$ cat config.mk
export PLATFORM = sky130hd
export DESIGN_NAME = sigmoid_arbiter_flat
export DESIGN_NICKNAME = d
export VERILOG_FILES = /design/src/rtl/sigmoid_arbiter_pkg.sv /design/src/rtl/sigmoid_arbiter_if.sv /design/src/rtl/sigmoidPWL.sv /design/src/rtl/sigmoid_arbiter_rr_arbiter.sv /design/src/rtl/sigmoid_arbiter.sv /design/src/flat_wrapper.sv
export SDC_FILE = /design/constraint.sdc
export NUM_CORES = 1
export LEC_CHECK = 0
export ABC_AREA = 1
export BUFFER_PORTS_ARGS = -buffer_cell sky130_fd_sc_hd__buf_2
export CAP_MARGIN = 30
export CELL_PAD_IN_SITES_DETAIL_PLACEMENT = 0
export CELL_PAD_IN_SITES_GLOBAL_PLACEMENT = 1
export CORE_ASPECT_RATIO = 1.25
export CORE_UTILIZATION = 35
export CTS_BUF_LIST = sky130_fd_sc_hd__clkbuf_8
export CTS_CLUSTER_DIAMETER = 120
export DETAILED_ROUTE_END_ITERATION = 8
export GPL_TIMING_DRIVEN = 1
export PLACE_DENSITY = 0.86
export SLEW_MARGIN = 20
export SYNTH_ARGS = -nofsm -noshare
export SYNTH_HDL_FRONTEND = slang
export SYNTH_HIERARCHICAL = 1
export SYNTH_SLANG_ARGS = --single-unit
$ cat constraint.sdc
create_clock -name clk -period 4.8 [get_ports clk]
set_clock_uncertainty 0.15 [all_clocks]
set_input_delay 0.24 -clock clk [delete_from_list [all_inputs] [get_ports clk]]
set_output_delay 0.24 -clock clk [all_outputs]
set_load 0.005 [all_outputs]
$ cat src/rtl/sigmoid_arbiter_pkg.sv
// Shared constants and types for the sigmoid arbiter slice.
// Values are Q6.9 fixed point, so 1.0 is 0x0200.
// The PWL constants describe the sigmoid curve that the shared unit implements.
package sigmoid_arb_pkg;

    localparam int          DW_C      = 16;
    localparam int          FRAC_BITS = 9;
    localparam logic [15:0] ONE_Q     = 16'h0200;

    // Ramp offset at x = 0 and the upper clamp of the piecewise-linear curve
    localparam logic [15:0] PWL_BIAS  = 16'h00FD;
    localparam logic [15:0] PWL_SAT   = 16'h0201;

    // One in-flight operation: whether it is real, and which requester owns it
    typedef struct packed {
        logic       vld;
        logic [2:0] idx;
    } tag_t;

endpackage

$ cat src/rtl/sigmoid_arbiter_if.sv
// Requester-side bus of the sigmoid arbiter.
// Lane i of every packed vector belongs to requester i.
interface sigmoid_arbiter_if #(
    parameter int N_REQ = 4,
    parameter int DW    = 16
);

    logic [N_REQ-1:0]    req_valid;
    logic [N_REQ*DW-1:0] req_x;
    logic [N_REQ-1:0]    req_ready;
    logic [N_REQ-1:0]    rsp_valid;
    logic [N_REQ-1:0]    rsp_ready;
    logic [N_REQ*DW-1:0] rsp_y;

    modport master (
        output req_valid, req_x, rsp_ready,
        input  req_ready, rsp_valid, rsp_y
    );

    modport slave (
        input  req_valid, req_x, rsp_ready,
        output req_ready, rsp_valid, rsp_y
    );

endinterface

$ cat src/rtl/sigmoidPWL.sv
// Piecewise-linear sigmoid in Q6.9 with LAT output register stages.
// For x >= 0: y = min(PWL_BIAS + |x|/4, PWL_SAT).
// For x < 0 the curve is mirrored around 0.5: y = max(ONE_Q - y(|x|), 0).
module sigmoidPWL
    import sigmoid_arb_pkg::*;
#(
    parameter int DW  = DW_C,
    parameter int LAT = 1
) (
    input  logic          clk,
    input  logic          rst_n,
    input  logic [DW-1:0] x_i,
    output logic [DW-1:0] y_o
);

    logic [DW:0]   absX;
    logic [DW+1:0] ramp;
    logic [DW+1:0] magY;
    logic [DW-1:0] yComb;
    logic [DW-1:0] pipe_q [LAT];

    // Evaluate the curve on the magnitude, then mirror it for negative inputs
    always_comb begin
        absX  = x_i[DW-1] ? ((~{1'b1, x_i}) + (DW+1)'(1)) : {1'b0, x_i};
        ramp  = (DW+2)'(absX >> 2) + (DW+2)'(PWL_BIAS);
        magY  = (ramp > (DW+2)'(PWL_SAT)) ? (DW+2)'(PWL_SAT) : ramp;
        yComb = DW'(magY);
        if (x_i[DW-1]) begin
            if (magY >= (DW+2)'(ONE_Q)) begin
                yComb = '0;
            end else begin
                yComb = DW'((DW+2)'(ONE_Q) - magY);
            end
        end
    end

    // Output pipeline; its contents only matter when a tag says so
    always_ff @(posedge clk or negedge rst_n) begin
        if (!rst_n) begin
            for (int s = 0; s < LAT; s++) pipe_q[s] <= '0;
        end else begin
            pipe_q[0] <= yComb;
            for (int s = 1; s < LAT; s++) pipe_q[s] <= pipe_q[s-1];
        end
    end

    assign y_o = pipe_q[LAT-1];

endmodule

$ cat src/rtl/sigmoid_arbiter_rr_arbiter.sv
// Combinational round-robin pick: the first eligible index at or after ptr,
// wrapping modulo N. The pointer itself is kept by the caller.
module rr_arbiter #(
    parameter int N  = 4,
    parameter int PW = $clog2(N)
) (
    input  logic [N-1:0]  elig,
    input  logic [PW-1:0] ptr,
    output logic [N-1:0]  gnt,
    output logic [PW-1:0] gnt_idx
);

    logic          found;
    logic [PW-1:0] cand;

    // Walk the candidates in priority order and keep only the first hit
    always_comb begin
        gnt     = '0;
        gnt_idx = '0;
        found   = 1'b0;
        cand    = '0;
        for (int k = 0; k < N; k++) begin
            cand = PW'((int'(ptr) + k) % N);
            if (!found && elig[cand]) begin
                found     = 1'b1;
                gnt[cand] = 1'b1;
                gnt_idx   = cand;
            end
        end
    end

endmodule

$ cat src/rtl/sigmoid_arbiter.sv
// Shares one sigmoidPWL unit among N_REQ requesters with round-robin issue,
// a tag pipeline that follows each operand through the unit, and a one-entry
// response register per requester.
// Optional: define SIGMOID_ARB_STALL_CNT_EN to add the stall_cnt port.
module sigmoid_arbiter
    import sigmoid_arb_pkg::*;
#(
    parameter int N_REQ   = 4,
    parameter int DW      = DW_C,
    parameter int PWL_LAT = 1
) (
    input  logic             clk,
    input  logic             rst_n,
    sigmoid_arbiter_if.slave bus,
    output logic             busy
`ifdef SIGMOID_ARB_STALL_CNT_EN
    ,
    output logic [31:0]      stall_cnt
`endif
);

    localparam int PTR_W = $clog2(N_REQ);

    logic [N_REQ-1:0] pending_q, pending_d;
    logic [N_REQ-1:0] rspValid_q, rspValid_d;
    logic [DW-1:0]    rspY_q [N_REQ];
    logic [DW-1:0]    rspY_d [N_REQ];
    logic [PTR_W-1:0] ptr_q, ptr_d;
    tag_t             tagPipe_q [PWL_LAT];
    tag_t             tagIn;
    tag_t             tagOut;
    logic [N_REQ-1:0] rspFire;
    logic [N_REQ-1:0] elig;
    logic [N_REQ-1:0] gnt;
    logic [PTR_W-1:0] gntIdx;
    logic             anyGnt;
    logic [DW-1:0]    pwlX;
    logic [DW-1:0]    pwlY;

    // A slot whose response drains this cycle may be granted again at once.
    // Grants are masked while reset is asserted so req_ready stays low.
    assign rspFire = rspValid_q & bus.rsp_ready;
    assign elig    = bus.req_valid & (~pending_q | rspFire) & {N_REQ{rst_n}};

    rr_arbiter #(.N(N_REQ), .PW(PTR_W)) uArb (
        .elig    (elig),
        .ptr     (ptr_q),
        .gnt     (gnt),
        .gnt_idx (gntIdx)
    );

    assign bus.req_ready = gnt;
    assign anyGnt        = |gnt;

    // Steer the granted operand into the unit; idle cycles feed zero
    always_comb begin
        pwlX = '0;
        for (int i = 0; i < N_REQ; i++) begin
            if (gnt[i]) pwlX = bus.req_x[i*DW +: DW];
        end
    end

    sigmoidPWL #(.DW(DW), .LAT(PWL_LAT)) uPwl (
        .clk   (clk),
        .rst_n (rst_n),
        .x_i   (pwlX),
        .y_o   (pwlY)
    );

    // Next pointer, credit bits and the tag that enters the pipeline
    always_comb begin
        ptr_d = ptr_q;
        if (anyGnt) begin
            ptr_d = (gntIdx == PTR_W'(N_REQ - 1)) ? '0 : gntIdx + PTR_W'(1);
        end
        pending_d  = (pending_q & ~rspFire) | gnt;
        tagIn.vld  = anyGnt;
        tagIn.idx  = 3'(gntIdx);
    end

    assign tagOut = tagPipe_q[PWL_LAT-1];

    // Drain clears a slot; a tag leaving the pipeline fills its owner's slot
    always_comb begin
        rspValid_d = rspValid_q & ~rspFire;
        for (int i = 0; i < N_REQ; i++) begin
            rspY_d[i] = rspY_q[i];
            if (tagOut.vld && (tagOut.idx == 3'(i))) begin
                rspValid_d[i] = 1'b1;
                rspY_d[i]     = pwlY;
            end
        end
    end

    // Tag pipeline shifts every cycle, in lockstep with the unit's stages
    always_ff @(posedge clk or negedge rst_n) begin
        if (!rst_n) begin
            for (int s = 0; s < PWL_LAT; s++) tagPipe_q[s] <= '0;
        end else begin
            tagPipe_q[0] <= tagIn;
            for (int s = 1; s < PWL_LAT; s++) tagPipe_q[s] <= tagPipe_q[s-1];
        end
    end

    // Arbitration pointer, credit bits and response registers
    always_ff @(posedge clk or negedge rst_n) begin
        if (!rst_n) begin
            ptr_q      <= '0;
            pending_q  <= '0;
            rspValid_q <= '0;
            for (int i = 0; i < N_REQ; i++) rspY_q[i] <= '0;
        end else begin
            ptr_q      <= ptr_d;
            pending_q  <= pending_d;
            rspValid_q <= rspValid_d;
            for (int i = 0; i < N_REQ; i++) rspY_q[i] <= rspY_d[i];
        end
    end

    for (genvar gi = 0; gi < N_REQ; gi++) begin : gPack
        assign bus.rsp_y[gi*DW +: DW] = rspY_q[gi];
    end

    assign bus.rsp_valid = rspValid_q;
    assign busy          = |pending_q;

`ifdef SIGMOID_ARB_STALL_CNT_EN
    logic [31:0] stallCnt_q;

    // Count cycles where someone asks but nobody is granted, saturating
    always_ff @(posedge clk or negedge rst_n) begin
        if (!rst_n) begin
            stallCnt_q <= '0;
        end else if ((|bus.req_valid) && !anyGnt && (stallCnt_q != 32'hFFFF_FFFF)) begin
            stallCnt_q <= stallCnt_q + 32'd1;
        end
    end

    assign stall_cnt = stallCnt_q;
`endif

endmodule

$ cat src/flat_wrapper.sv
// flat-port wrapper written by rule: the top's interface ports become plain ports
module sigmoid_arbiter_flat import sigmoid_arb_pkg::*;
#(
    parameter int N_REQ   = 4,
    parameter int DW      = DW_C,
    parameter int PWL_LAT = 1
)
  (clk, rst_n, busy, bus_req_valid, bus_req_x, bus_rsp_ready, bus_req_ready, bus_rsp_valid, bus_rsp_y);
  sigmoid_arbiter_if #(.N_REQ(N_REQ), .DW(DW)) bus_i ();
  input  logic clk;
  input  logic rst_n;
  output logic busy;
  input wire logic [$bits(bus_i.req_valid)-1:0] bus_req_valid;
  input wire logic [$bits(bus_i.req_x)-1:0] bus_req_x;
  input wire logic [$bits(bus_i.rsp_ready)-1:0] bus_rsp_ready;
  output wire logic [$bits(bus_i.req_ready)-1:0] bus_req_ready;
  output wire logic [$bits(bus_i.rsp_valid)-1:0] bus_rsp_valid;
  output wire logic [$bits(bus_i.rsp_y)-1:0] bus_rsp_y;
  assign bus_i.req_valid = bus_req_valid;
  assign bus_i.req_x = bus_req_x;
  assign bus_i.rsp_ready = bus_rsp_ready;
  assign bus_req_ready = bus_i.req_ready;
  assign bus_rsp_valid = bus_i.rsp_valid;
  assign bus_rsp_y = bus_i.rsp_y;
  sigmoid_arbiter #(.N_REQ(N_REQ), .DW(DW), .PWL_LAT(PWL_LAT)) u_core (.clk(clk), .rst_n(rst_n), .bus(bus_i), .busy(busy));
endmodule
Word level (Yosys, flattened, before mapping):

Cells that the tools add are included.

* flip-flop bits (word level): 93
* bits of input ports: 74
* logic and storage cells: 101

* add/sub/neg operators: 7
* order comparisons: 10
* equal/unequal tests: 4
* multiplexer cells: 40
* bitwise logic cells: 13
* reductions and logical operators: 17

Operators with widths (count)
* $mux 16: 7
* $and 4x4->4: 5
* $or 4x4->4: 5
* $add 17x1->17 const B: 1
* $mux 17: 1
* $not 17->17: 1
* $add 15x8->16 const B: 1
* $ge 16x10->1 const B: 1
* $gt 16x10->1 const B: 1
* $mux 4: 4
* $sub 10x16->16 const A: 1
* $mux 1: 15
* $lt 2x3->1 const B: 4
* $logic_and 1x1->1: 11
* $mux 2: 5
* $bmux 1 s2: 4
* $demux 1 s2: 4
* $ge 2x1->1 const B: 4
* $not 4->4: 2
* $reduce_or 4->1: 2
* $eq 2x2->1 const B: 3
* $add 2x1->2 const B: 2
* $add 2x2->2 const B: 2
* $logic_not 1->1: 3
* other kinds (2): 2

Longest topological paths before layout:

* depth in word-level cells: 29
* gate-level depth with buffers: 41

By module:

Netlist, hierarchy kept.

Modules (own cells, without submodules)
* sigmoid_arbiter: times used 1, cells each 422, area each 3448.3 um^2, sequential area each 1926.8 um^2
* sigmoidPWL: times used 1, cells each 265, area each 1619.1 um^2, sequential area each 400.4 um^2
* rr_arbiter: times used 1, cells each 73, area each 439.2 um^2, sequential area each 0.0 um^2

Least setup slack after synthesis:

No wires, ideal clock.

* path type: register to register
* from: register u_core.ptr_q[0]
* to: register u_core.uPwl.pipe_q (netlist bit u_core/uPwl/y_o[4])
* data arrival time: 4.221 ns
* slack: 0.310 ns
* stages on the path, launching flop included: 35
* period minus slack after synthesis: 4.490 ns
* cells stage by stage: dfrtp_1 inv_2 ha_1 inv_1 nand2_1 nand2_2 nor2_4 buf_6 nand4_1 nand3_1 buf_2 buf_2 nor2_1 nand2_1 nand2_1 nor2_4 nand2_1 nand3b_1 nand2_1 ha_1 nor2_2 nand3_1 nor2_2 nand2_2 nand3_1 nand2_1 nor2_1 nand3_2 nor2_4 nand2_1 ha_1 nand3_1 nand2_1 xnor2_1 nor2_1

RTL lines
* start: declaration: RTL line sigmoid_arbiter.sv:28 `logic [PTR_W-1:0] ptr_q, ptr_d;`
* start signal: assignment: RTL line sigmoid_arbiter.sv:113 `ptr_q <= ptr_d;`
* parallel branches: the longest is 11 deep, another holds $lt 2x3->1
* $mux 4 *: RTL line sigmoid_arbiter_rr_arbiter.sv:24 `if (!found && elig[cand]) begin`
* net bus_req_ready[3]: RTL line flat_wrapper.sv:16 `output wire logic [$bits(bus_i.req_ready)-1:0] bus_req_ready;`
* $mux 16 *: RTL line sigmoid_arbiter.sv:59 `if (gnt[i]) pwlX = bus.req_x[i*DW +: DW];`
* net u_core.pwlX[1]: RTL line sigmoid_arbiter.sv:37 `logic [DW-1:0] pwlX;`
* $not 17->17 *: RTL line sigmoidPWL.sv:24 `absX = x_i[DW-1] ? ((~{1'b1, x_i}) + (DW+1)'(1)) : {1'b0, x_i};`
* $add 17x1->17 *: RTL line sigmoidPWL.sv:24
* $mux 17 *: RTL line sigmoidPWL.sv:24
* $add 15x8->16 *: RTL line sigmoidPWL.sv:25 `ramp = (DW+2)'(absX >> 2) + (DW+2)'(PWL_BIAS);`
* $gt 16x10->1: RTL line sigmoidPWL.sv:26 `magY = (ramp > (DW+2)'(PWL_SAT)) ? (DW+2)'(PWL_SAT) : ramp;`
* $mux 16 *: RTL line sigmoidPWL.sv:26
* $sub 10x16->16 / $ge 16x10->1 (equally long branches): RTL line sigmoidPWL.sv:32, sigmoidPWL.sv:29
* $mux 16: RTL line sigmoidPWL.sv:29 `if (magY >= (DW+2)'(ONE_Q)) begin`
* $mux 16 *: RTL line sigmoidPWL.sv:28 `if (x_i[DW-1]) begin`
* net u_core.uPwl.yComb[4]: RTL line sigmoidPWL.sv:19 `logic [DW-1:0] yComb;`
* end: declaration: RTL line sigmoidPWL.sv:20 `logic [DW-1:0] pipe_q [LAT];`

Mark *: on every way through the listed nets, which the timed path passes. The select of a mux whose other input is x is not followed.
A chain may end at the register's enable or synchronous reset.

Worst setup path in the final report:

* from: input bus_rsp_ready[2]
* to: register u_core.uPwl.pipe_q (netlist bit u_core/uPwl/y_o[8])

* longest elaborated chain between the ends: 29

RTL lines
* start: declaration: RTL line flat_wrapper.sv:15 `input wire logic [$bits(bus_i.rsp_ready)-1:0] bus_rsp_ready;`
* $and 4x4->4 *: RTL line sigmoid_arbiter.sv:42 `assign rspFire = rspValid_q & bus.rsp_ready;`
* $or 4x4->4 *: RTL line sigmoid_arbiter.sv:43 `assign elig = bus.req_valid & (~pending_q | rspFire) & {N_REQ{rst_n}};`
* $and 4x4->4 * (2 in series): RTL line sigmoid_arbiter.sv:43
* net u_core.elig[2]: RTL line sigmoid_arbiter.sv:33 `logic [N_REQ-1:0] elig;`
* $bmux 1 s2: RTL line sigmoid_arbiter_rr_arbiter.sv:24
* $mux 1 (not written as such): RTL line sigmoid_arbiter_rr_arbiter.sv:24
* $mux 1: RTL line sigmoid_arbiter_rr_arbiter.sv:24
* $logic_not 1->1: RTL line sigmoid_arbiter_rr_arbiter.sv:24
* [... 12 more ...]
* net u_core.pwlX[0]: RTL line sigmoid_arbiter.sv:37
* [... 2 more ...]
* $mux 17 *: RTL line sigmoidPWL.sv:24
* $add 15x8->16 *: RTL line sigmoidPWL.sv:25
* $gt 16x10->1: RTL line sigmoidPWL.sv:26
* $mux 16 *: RTL line sigmoidPWL.sv:26
* $sub 10x16->16 / $ge 16x10->1 (equally long branches): RTL line sigmoidPWL.sv:32, sigmoidPWL.sv:29
* $mux 16: RTL line sigmoidPWL.sv:29
* $mux 16 *: RTL line sigmoidPWL.sv:28
* net u_core.uPwl.yComb[8]: RTL line sigmoidPWL.sv:19

Mark *: on every way through the listed nets, which the timed path passes. The rest lies on a longest branch. The select of a mux whose other input is x is not followed.

==> out/results.txt <==
ANT cells: 0
ANT nets after route: 0
clk_lat worst skew: 0.36 ns
TritonCTS clock tree: yes
HP Class: input pin to async pin
Tot GR Track Use: 18.34%
Post-DP HPWL: 10600 um
sequential element share of the synthesized area: 42.26%
Initial Utilization: 36.22%
Tcrit/Tclk final: 95.57%
htree depth: 3
Syn Area/Cell: 7.245 um2
Area Growth Syn to Fin: 36.36%
Clock Tree Buf Depth: 2
Final Util: 49.39%
Syn. warnings: 6
Max transition margin: 54.02%
vias per inst: 4.724
DR pass1 iterations: 5
DRC: 0
Finished Layout Cells: 1165
io pins: 147
crit end category: flop
final max-slew violation count: 0
#FFs+latches synth: 93
CP arrival: 4.73 ns
via count: 5504
row cnt: 50
# nets final: 1035
r2r startpoint: u_core/bus.rsp_valid[0]
Post-Place Cell Area: 0.006481 mm2
ratio of cells with drive above 1 in the final layout: 37.72%
slowest stage cell, crit path: dlygate4sd3_1
GPL Wtd Cong: 0.8282
Die Wd: 114.2 um
Max-cap violations: 0
Fmax achieved: 218.0 MHz
Syn Inst Count: 760
final count of hold timing violations: 0
maximum fanout along the worst path: 7
design area: 0.007508 mm2
R2R Path End: u_core/uPwl/y_o[8]
vias in the first global route: 5161
DRT iter0 DRCs: 324
post-synthesis cell type count: 35
Final setup viols: 0
status: complete, no violations
largest net degree at the start of global routing: 76
worst slew pin tran: 0.6889 ns
clk slew on worst S/H paths: 0.09 ns
critical path's largest stage delay: 0.59 ns
CP Data Required Time: 4.95 ns
first-pass GRT wire length: 24040 um
Post-Route WL: 15460 um
TritonCTS Buffers: 9
Critical path buffers and inverters: 5
synthesized area: 0.005507 mm2
PortBufs: 146
total global routing overflow: 0
clock root buffer: clkbuf_8
initial antenna violation count: 0
placed instance count: 1106
Reg2Reg Setup Slack: 0.22 ns
reg2reg path depth: 38
CTS sink count: 93
Tmin final: 4.587 ns
core area: 0.01520 mm2
Crit Path Class: input pin to flop
Avg WL per Cell: 13.27 um
delay-heaviest family, CP: simple AND/OR/NAND/NOR gates
die area: 0.01624 mm2
CP Launch Type: input pin
Die Span Y: 142.2 um
==> logic make-up after synthesis <==
kind of cell / after synthesis / synth area share, %
simple gates: 431 / 35.81
compound gates: 119 / 11.11
buf+inv: 105 / 8.384
flops: 93 / 42.26
fa+ha+maj: 9 / 2.045
xor+xnor: 2 / 0.3182
other cells: 1 / 0.06810
==> how the worst max path moves through the flow <==
stage / from / depth (start not counted) / end
2_1_floorplan: u_core/ptr_q[0] / 34 / u_core/uPwl/y_o[4]
5_1_grt: bus_rsp_ready[1] / 38 / u_core/uPwl/y_o[8]
3_3_place_gp: u_core/ptr_q[1] / 35 / u_core/uPwl/y_o[8]
4_1_cts: bus_rsp_ready[1] / 38 / u_core/uPwl/y_o[8]
6_report: bus_rsp_ready[2] / 39 / u_core/uPwl/y_o[8]
3_5_place_dp: u_core/ptr_q[1] / 35 / u_core/uPwl/y_o[8]
==> cell usage after synthesis <==
master,number,share of area [%]
a21boi_0,4,0.55
a21oi_1,35,3.2
buf_2,18,1.6
buf_4,5,0.68
buf_6,3,0.61
clkbuf_1,1,0.068
clkbuf_2,1,0.091
clkinv_1,1,0.068
conb_1,1,0.068
dfrtp_1,93,42
ha_1,9,2.0
inv_1,66,4.5
inv_2,9,0.61
inv_4,1,0.11
nand2_1,236,16
nand2_2,23,2.6
nand2_4,1,0.20
nand3_1,60,5.5
nand3_2,8,1.5
nand3_4,2,0.64
nand3b_1,2,0.27
nand4_1,13,1.5
nor2_1,62,4.2
nor2_2,9,1.0
nor2_4,5,1.0
nor3_1,2,0.18
nor3_2,1,0.18
nor3_4,1,0.30
o211ai_1,1,0.14
o21ai_0,38,3.5
o21ai_1,40,3.6
o41ai_1,1,0.16
or2_2,6,0.68
xnor2_1,1,0.16
xor2_1,1,0.16
==> cell type report <==
| type | instances | area, um2 |
|---|---|---|
| tap | 208 | 260.3 |
| sequential | 93 | 2327 |
| timing repair buffer | 202 | 1277 |
| multi-input combinational | 569 | 3139 |
| inverter | 77 | 305.3 |
| clock inverter | 7 | 75.07 |
| clock buffer | 9 | 123.9 |
| fill | 1544 | 7694 |
==> sequential cells by signal, indices dropped and copies added (netlist names) <==
name and flops:
u_core/bus.rsp_valid 4, u_core/bus.rsp_y 64, u_core/pending_q 4, u_core/ptr_q 2
u_core/tagOut 3, u_core/uPwl/y_o 16
==> per-stage QoR <==
step / setup TNS, ns / setup slack, ns / hold WS [ns]
global route: -0.4808 / -0.1327 / 0.1125
finish: 0 / 0.2126 / 0.1114
CTS: 0 / 0.01353 / 0.08418
detailed placement: -0.4018 / -0.1729 / -0.1018
floorplan: 0 / 0.3101 / -0.2056
global placement: -0.2663 / -0.1355 / -0.1016
==> cells in the final DEF (no fill, tap or decap), types with 2 or more instances in the layout <==
cell type      count
dlygate4sd3_1      5
dfrtp_1           93
nand3_1           48
inv_6              3
nor3_1             2
clkbuf_16          2
nor2_2            13
buf_8              2
nand3_2           16
inv_2             13
conb_1             6
nor2_4            16
buf_12             2
or2_2              6
nand2_4            8
buf_4             44
a21oi_1           24
clkinvlp_4         2
nor2_1            48
clkbuf_8           9
ha_4               2
a21boi_0           4
a21oi_2           10
ha_1               6
nand3b_1           2
nand4_1           13
nand3_4            7
o21ai_1           39
nand2_1          204
nand2_2           48
o21ai_0           37
buf_6              3
o21ai_2            2
buf_2            143
inv_1             61
==> timing repair <==
| action | 4_1_cts | 5_1_grt |
|---|---|---|
| cloned | 0 | 4 |
| setup endpoints to repair | 4 | 9 |
| endpoints found under the hold margin | 22 | 0 |
| buffers inserted | 4 | 31 |
| resized for setup | 12 | 110 |
| hold buffers | 5 | 0 |
| pin swaps | 4 | 55 |
==> metal layers <==
layer  global-route usage (%)  wire [um]  up-vias
met5                        0          0        -
met4                    5.468        351        0
met3                    2.470        637       27
met2                    33.88       8016      147
met1                    21.88       6455     2526
li1                         -          -     2804
Power is not shown: default switching activity piles up to over one toggle a cycle in this logic, so the estimate is an artifact.
